$ cat config.mk
export PLATFORM = sky130hd
export DESIGN_NAME = reg_file_sb
export DESIGN_NICKNAME = d
export VERILOG_FILES = /design/src/rtl/reg_file_sb.sv
export SDC_FILE = /design/constraint.sdc
export NUM_CORES = 1
export LEC_CHECK = 0
export ABC_AREA = 1
export CAP_MARGIN = 10
export CORE_ASPECT_RATIO = 1.2
export CORE_UTILIZATION = 48
export CTS_CLUSTER_SIZE = 20
export DETAILED_ROUTE_END_ITERATION = 7
export PLACE_DENSITY = 0.85
export SKIP_LAST_GASP = 1
export SYNTH_ARGS = -nofsm -noshare
export SYNTH_HDL_FRONTEND = slang
export SYNTH_SLANG_ARGS = --single-unit
$ cat constraint.sdc
create_clock -name clk -period 2 [get_ports clk]
set_input_delay 0.2 -clock clk [delete_from_list [all_inputs] [get_ports clk]]
set_output_delay 0.2 -clock clk [all_outputs]
set_load 0.01 [all_outputs]
$ cat src/rtl/reg_file_sb.sv
// reg_file_sb: r0-r7 register file with issue scoreboard. Writes show on q the next cycle; iss_ready stalls issue, wb always accepted.
// Define REG_FILE_SB_BYPASS_EN to forward wb_data to q and to drop the written register from iss_ready in the writeback cycle.
module reg_file_sb #(
   parameter int DATA_W = 16,
   parameter int NREG   = 8
) (
   input  logic              clk,
   input  logic              rst_n,
   input  logic              iss_valid,
   input  logic              iss_wr,
   input  logic [2:0]        iss_dst,
   input  logic [2:0]        iss_src_a,
   input  logic [2:0]        iss_src_b,
   output logic              iss_ready,
   input  logic              wb_valid,
   input  logic [2:0]        wb_addr,
   input  logic [DATA_W-1:0] wb_data,
   output logic [NREG-1:0]   busy,
   output logic [DATA_W-1:0] q0,
   output logic [DATA_W-1:0] q1,
   output logic [DATA_W-1:0] q2,
   output logic [DATA_W-1:0] q3,
   output logic [DATA_W-1:0] q4,
   output logic [DATA_W-1:0] q5,
   output logic [DATA_W-1:0] q6,
   output logic [DATA_W-1:0] q7
);

   logic [NREG-1:0][DATA_W-1:0] regs;
   logic [NREG-1:0][DATA_W-1:0] rd_dat;
   logic [NREG-1:0]             busy_q;
   logic [NREG-1:0]             busy_nxt;
   logic [NREG-1:0]             busy_eff;
   logic                        wb_vld;
   logic                        iss_fire;

   assign wb_vld   = wb_valid && (wb_addr != 3'd0);
   assign iss_fire = iss_valid && iss_ready;

   always_comb begin
      busy_eff = busy_q;
`ifdef REG_FILE_SB_BYPASS_EN
      if (wb_vld)
         busy_eff[wb_addr] = 1'b0;
`endif
      iss_ready = !(busy_eff[iss_src_a] || busy_eff[iss_src_b] || (iss_wr && busy_eff[iss_dst]));
   end

   // Clear before set so a same-edge issue to the written register keeps it reserved.
   always_comb begin
      busy_nxt = busy_q;
      if (wb_vld)
         busy_nxt[wb_addr] = 1'b0;
      if (iss_fire && iss_wr)
         busy_nxt[iss_dst] = 1'b1;
      busy_nxt[0] = 1'b0;
   end

   always_ff @(posedge clk) begin
      if (!rst_n) begin
         regs   <= '0;
         busy_q <= '0;
      end else begin
         busy_q <= busy_nxt;
         if (wb_vld)
            regs[wb_addr] <= wb_data;
      end
   end

   always_comb begin
      rd_dat    = regs;
      rd_dat[0] = '0;
`ifdef REG_FILE_SB_BYPASS_EN
      if (wb_vld)
         rd_dat[wb_addr] = wb_data;
`endif
   end

   assign busy = busy_q;
   assign q0   = '0;
   assign q1   = rd_dat[1];
   assign q2   = rd_dat[2];
   assign q3   = rd_dat[3];
   assign q4   = rd_dat[4];
   assign q5   = rd_dat[5];
   assign q6   = rd_dat[6];
   assign q7   = rd_dat[7];

endmodule
==> flow_summary.ini, run 1 <==
[status]
status = completed

[timing]
timing.final.crit_share_pct = 96.6
period_needed_ps = 1930
final-max-slew-violation-count = 0
relSlewSlack_pct = 66.2
worst_slew_pin_slew_ps = 506
finalSetupViolCount = 0
final_hold_viol_count = 0
rsz0062_at_grt = no
whs_ps = 310
fin_setup_tns_ps = 0
fmax_mhz = 518
final.setup_skew_ps = 6.14

[die]
fp.dieW_microns = 92.4
core-area_sq_um = 9520
die_h_microns = 110
start_util_pct = 49.4
die_area_sq_um = 10200
rows = 39
io_pins = 170

[routing]
ant_nets = 0
firstDrtPassIters = 4
wl_per_cell_microns = 16.2
avgViaCountPerCell = 5.32
via_count = 4852
finalWirelength_mm = 14.8
drt_iter0_markers = 321
drc_errors = 0

[global_route]
grt_max_degree = 60
grt_pass1_wl_mm = 23.6
gr-total-overflow = 0
gr-usage-all-layers_pct = 29.8
grt_pass1_vias = 4635
antenna_found_initial = 0

[placement]
hpwl_mm = 10.1
io_buffers = 152
finalWeightedCongestion = 0.940

[yosys]
yosysSeqAreaShare_pct = 50.7
synth_area_per_cell_sq_um = 7.58
yosys_warnings = 0
yosysUniqueCellTypes = 25
synth_area_sq_um = 4700
ys_ff_latch = 119
syn_inst = 620

[clock_tree]
hold_buffers = 0
path_clk_slew_ps = 50
cts_sinks = 119
cts_tree = done
cts_setup_buffers = 0
clock_latency_ps = 410
cts.repair.resized = 2
cts_buffers = 17
cts_max_path_buffers = 2
root_buffer = clkbuf_16
h-tree-depth = 4

[power_and_ir_drop]
ir_drop_mv = 0.572
power_mw = 6.10
p_leak_nw = 3.00
p_per_area_nw_per_um2 = 891

[setup_path]
path_buf_inv = 3
path_common_cell = nand2_1
slowest_delay_ps = 520
cp_data_required_time_ps = 1800
critPathTopFamily = buffers and inverters
path_cells = clkdlybuf4s50_1, inv_2, nand2_1, nand2_1, nand2_1, nand2_1, nand2_1, nand2_1, nand2_2, and2_1, dlygate4sd2_1
slowest_stage = clkdlybuf4s50_1
crit_fanout = 6
arrival_ps = 1730
cp-start-kind = input pin
end_kind = output pin
worst-setup-path-type = input pin to output pin

[flow_run]
drv_cap = 0

[min_path]
min_path_type = input pin to flip-flop

[finish]
drive_gt1_share_pct = 10.1
diodes = 0
fin_nets = 810
area_delta_synth_final_pct = 45.6
## flip-flops by register name, summed over array words and instances (netlist names)
signal,flops
q2,16
q7,16
q3,16
q6,16
q4,16
busy,7
q1,16
q5,16
## worst register-to-register path: stages (launching register included)
cell and delay (ps):
dfxtp_2 350, inv_1 100, nand2_1 60, nand3_1 80
nand2_1 50, nand2_1 50, nand2_1 80, nor2_4 120
buf_4 150, nand4_1 120, a21oi_1 160
## kinds of logic (layout without fill, tap and decap cells)
group / count (synthesis) / after routing / synth area share (%)
simple gates: 309 / 309 / 27.8
compound gates: 119 / 119 / 12.7
flops: 119 / 119 / 50.7
buf+inv: 72 / 225 / 8.83
other cells: 1 / 17 / 0.0798
## final timing paths
kind,from,cells past startpoint,slack [ps],end
worst max-delay path,iss_dst[0],11,70,iss_ready
worst min register to register,q5[5],2,490,q5[5]
worst min-delay path,rst_n,3,310,q7[13]
worst max register to register,busy[7],10,610,busy[1]
## report_power, final
group | switching [mW] | internal [mW]
logic | 0.329 | 0.266
clock network | 1.02 | 1.98
registers | 0.0448 | 2.46
total | 1.40 | 4.70
## Yosys cell counts
master / count / area, sq um
inv_1: 15 / 56.3
dfxtp_1: 119 / 2380
buf_2: 6 / 30.0
nand2_1: 47 / 176
nand2_4: 1 / 11.3
nor2_8: 2 / 40.0
conb_1: 1 / 3.75
nand3_1: 9 / 45.0
o21ai_1: 10 / 50.1
nand2_2: 3 / 18.8
buf_6: 6 / 67.6
clkbuf_1: 11 / 41.3
o21ai_0: 102 / 510
nor2_1: 223 / 837
inv_4: 3 / 18.8
nor2_4: 5 / 56.3
nor3_1: 7 / 35.0
nor3_4: 1 / 16.3
clkbuf_8: 1 / 13.8
nand4_1: 7 / 43.8
nor2_2: 3 / 18.8
a21oi_1: 7 / 35.0
and2_1: 1 / 6.26
buf_4: 20 / 150
inv_2: 10 / 37.5
## per-stage QoR
stage | std cells | worst slack, ps | instance area, sq um | util, %
floorplan | 636 | 771 | 4760 | -
global placement | 881 | -28.5 | 6250 | 65.7
detailed placement | 881 | -161 | 6250 | 65.7
CTS | 912 | 71.5 | 6840 | 71.9
global route | 912 | 6.68 | 6850 | 72.0
finish | 912 | 67.9 | 6850 | 72.0
## layout make-up
type | count | area, sq um
fill | 717 | 2670
multi-input combinational | 445 | 1960
clock inverter | 8 | 95.1
clock buffer | 23 | 498
tap | 123 | 154
inverter | 28 | 113
timing repair buffer | 166 | 1630
sequential | 119 | 2390
## placed cells by master (no fill, tap or decap), types with 2 or more instances in the layout
master	synthesis	layout
nor2_1	223	223
clkdlybuf4s50_1	0	150
dfxtp_1	119	112
o21ai_0	102	102
nand2_1	47	47
conb_1	1	17
clkbuf_16	0	17
inv_1	15	15
buf_4	20	13
inv_2	10	10
o21ai_1	10	10
nand3_1	9	9
nor3_1	7	7
nand4_1	7	7
a21oi_1	7	7
dfxtp_2	0	7
nor2_4	5	5
clkbuf_8	1	5
clkinv_2	0	4
nand2_2	3	3
nor2_2	3	3
inv_4	3	3
nor2_8	2	2
bufinv_16	0	2
clkinvlp_4	0	2
## per-layer routing
metal	vias up	GRT usage (%)	part of all wire, %
met4	0	15.4	4.2
met1	2266	32.2	36
li1	2261	-	-
met2	273	52.4	52
met5	-	0	0
met3	52	7.85	7.8
(Power assumes the default switching activity.)
==> inputs of run 2 (changes only) <==
--- a/config.mk
+++ b/config.mk
@@ -8,10 +8,11 @@
 export ABC_AREA = 1
 export CAP_MARGIN = 10
 export CORE_ASPECT_RATIO = 1.2
-export CORE_UTILIZATION = 48
+export CORE_UTILIZATION = 50
+export CTS_BUF_LIST = sky130_fd_sc_hd__clkbuf_2
 export CTS_CLUSTER_SIZE = 20
 export DETAILED_ROUTE_END_ITERATION = 7
-export PLACE_DENSITY = 0.85
+export PLACE_DENSITY = 0.88
 export SKIP_LAST_GASP = 1
 export SYNTH_ARGS = -nofsm -noshare
 export SYNTH_HDL_FRONTEND = slang
==> run 2 against run 1 <==
The flow now finishes with violations (setup timing). Final area fell by 3.3%. Core utilization rose by 0.96 points. Fmax fell by 4.2%. Clock power fell by 53%. Sequential share of layout area rose by 1.3 points. Flip-flop and latch count did not move. Largest cell class unchanged. Highest routed layer unchanged.
==> flow_summary.ini, run 2 (same netlist as run 1, synthesis figures left out) <==
[placement]
io_buffers = 152
dp.cells = 878
finalWeightedCongestion = 0.983
hpwl_mm = 10.1

[clock_tree]
clock_latency_ps = 670
path_clk_slew_ps = 180
cts_sinks = 119
h-tree-depth = 4
cts_buffers = 17
cts_tree = done
root_buffer = clkbuf_2
cts_max_path_buffers = 2

[setup_path]
critPathTopFamily = simple AND/OR/NAND/NOR gates
worst-setup-path-type = flip-flop to output pin
slowest_delay_ps = 370
r2r-end = busy[3]
path_common_cell = nand2_1
path_buf_inv = 2
crit_start = busy[5]
path_depth = 9
path_cells = inv_1, nand2_1, nand3_1, nand2_1, nand2_1, nand2_2, nor2_4, and2_4, buf_6
reg2reg_depth = 16
r2r-start = busy[5]
arrival_ps = 1820
reg2reg_slack_ps = 30
end_kind = output pin
worstSetupEndpoint = iss_ready
slowest_stage = dfxtp_2
cp_data_required_time_ps = 1800
cp-start-kind = flip-flop
crit_fanout = 2

[timing]
rsz0062_at_grt = yes
finalSetupViolCount = 2
final-max-slew-violation-count = 0
final.setup_skew_ps = 17.6
timing.final.crit_share_pct = 101
period_needed_ps = 2020
final_hold_viol_count = 0
setup_slack_ps = -17.8
fmax_mhz = 496

[finish]
area_delta_synth_final_pct = 40.8
final_common_cell = nor2_1
multiInputGateArea_sq_um = 1980
final_cells = 923
seq_area_sq_um = 2400
fillers = 704
final_util_pct = 72.9
final_cell_mix = 223 x nor2_1, 146 x clkdlybuf4s50_1, 112 x dfxtp_1
fin_nets = 823
drive_gt1_share_pct = 12.7

[die]
rows = 38
fp.dieW_microns = 90.5
io_pins = 170
start_util_pct = 51.8
core-area_sq_um = 9080
die_h_microns = 108
die_area_sq_um = 9800

[power_and_ir_drop]
p_comb_share_pct = 13.5
p_switching_mw = 1.23
p_clk_share_pct = 31.2
ir_drop_mv = 0.404
p_per_area_nw_per_um2 = 681
internal_power_mw = 3.28
swShare_pct = 27.4
p_seq_share_pct = 55.3
p_leak_nw = 2.99

[global_route]
gr-total-overflow = 0
gr-usage-all-layers_pct = 30.1
antenna_found_initial = 1
grt_pass1_vias = 4631
grt_max_degree = 74
grt_pass1_wl_mm = 22.7

[status]
status = complete, but fails checks
failed_checks = setup timing

[min_path]
min_path_type = input pin to flip-flop

[routing]
wl_per_cell_microns = 15.9
drc_errors = 0
drt_iter0_markers = 314
ant_nets = 0
firstDrtPassIters = 5
finalWirelength_mm = 14.7
avgViaCountPerCell = 5.32
via_count = 4906

[flow_run]
drv_cap = 0
==> run 2: worst reg2reg max path: cells and delay by family (launching register included) <==
family          cells  cell delay, ps
compound gates      1              90
flops               1             390
simple gates        8             490
buf+inv             7             870
==> run 2: timing repair <==
| action | 4_1_cts | 5_1_grt |
|---|---|---|
| endpoints found under the setup margin | 1 | 13 |
| hold endpoints to repair | 20 | 0 |
| hold buffers | 1 | 0 |
| pin swaps | 8 | 7 |
| gates cloned | 0 | 0 |
| resized for setup | 21 | 12 |
| buffers inserted | 12 | 1 |
==> run 2: routing by layer <==
metal | routed length [microns] | global-route usage [%] | part of all wire, % | up-vias
met4 | 429 | 14.7 | 2.9 | 0
met3 | 1270 | 9.49 | 8.6 | 39
li1 | - | - | - | 2291
met5 | 0 | 0 | 0 | -
met1 | 5500 | 32.1 | 37 | 2277
met2 | 7480 | 53.7 | 51 | 299
==> run 2: final cells by class <==
class / count / area share [%]
sequential: 119 / 36.3
multi-input combinational: 445 / 30.0
timing repair buffer: 179 / 26.7
tap: 120 / 2.27
inverter: 28 / 1.70
clock inverter: 12 / 1.68
clock buffer: 19 / 1.44
antenna: 1 / 0.0378
==> run 2: power by group through the flow <==
stage	clock network [mW]	registers (mW)	logic (mW)
3_3_place_gp	0	2.54	0.570
2_1_floorplan	0	2.58	0.237
5_1_grt	1.54	2.50	0.653
3_5_place_dp	0	2.55	0.585
6_report	1.41	2.49	0.611
4_1_cts	1.41	2.49	0.603
==> run 2: stage by stage <==
step / hold slack (ps) / cell area [sq um] / total power, mW / setup TNS (ps) / setup WS [ps]
3_5_place_dp: 491 / 6260 / 3.13 / -179 / -179
4_1_cts: 245 / 6590 / 4.51 / -14.2 / -14.2
6_report: 283 / 6620 / 4.51 / -31.6 / -17.8
3_3_place_gp: 474 / 6260 / 3.11 / -132 / -132
5_1_grt: 282 / 6620 / 4.70 / -302 / -159
2_1_floorplan: 328 / 4760 / 2.82 / 0 / 771
==> run 2: worst min path at each step <==
stage	startpoint	endpoint	cells past startpoint
finish	iss_valid	busy[7]	5
global route	wb_data[15]	q7[15]	3
CTS	iss_valid	busy[7]	5
detailed placement	q2[9]	q2[9]	2
global placement	q6[14]	q6[14]	2
floorplan	wb_data[6]	q2[6]	2
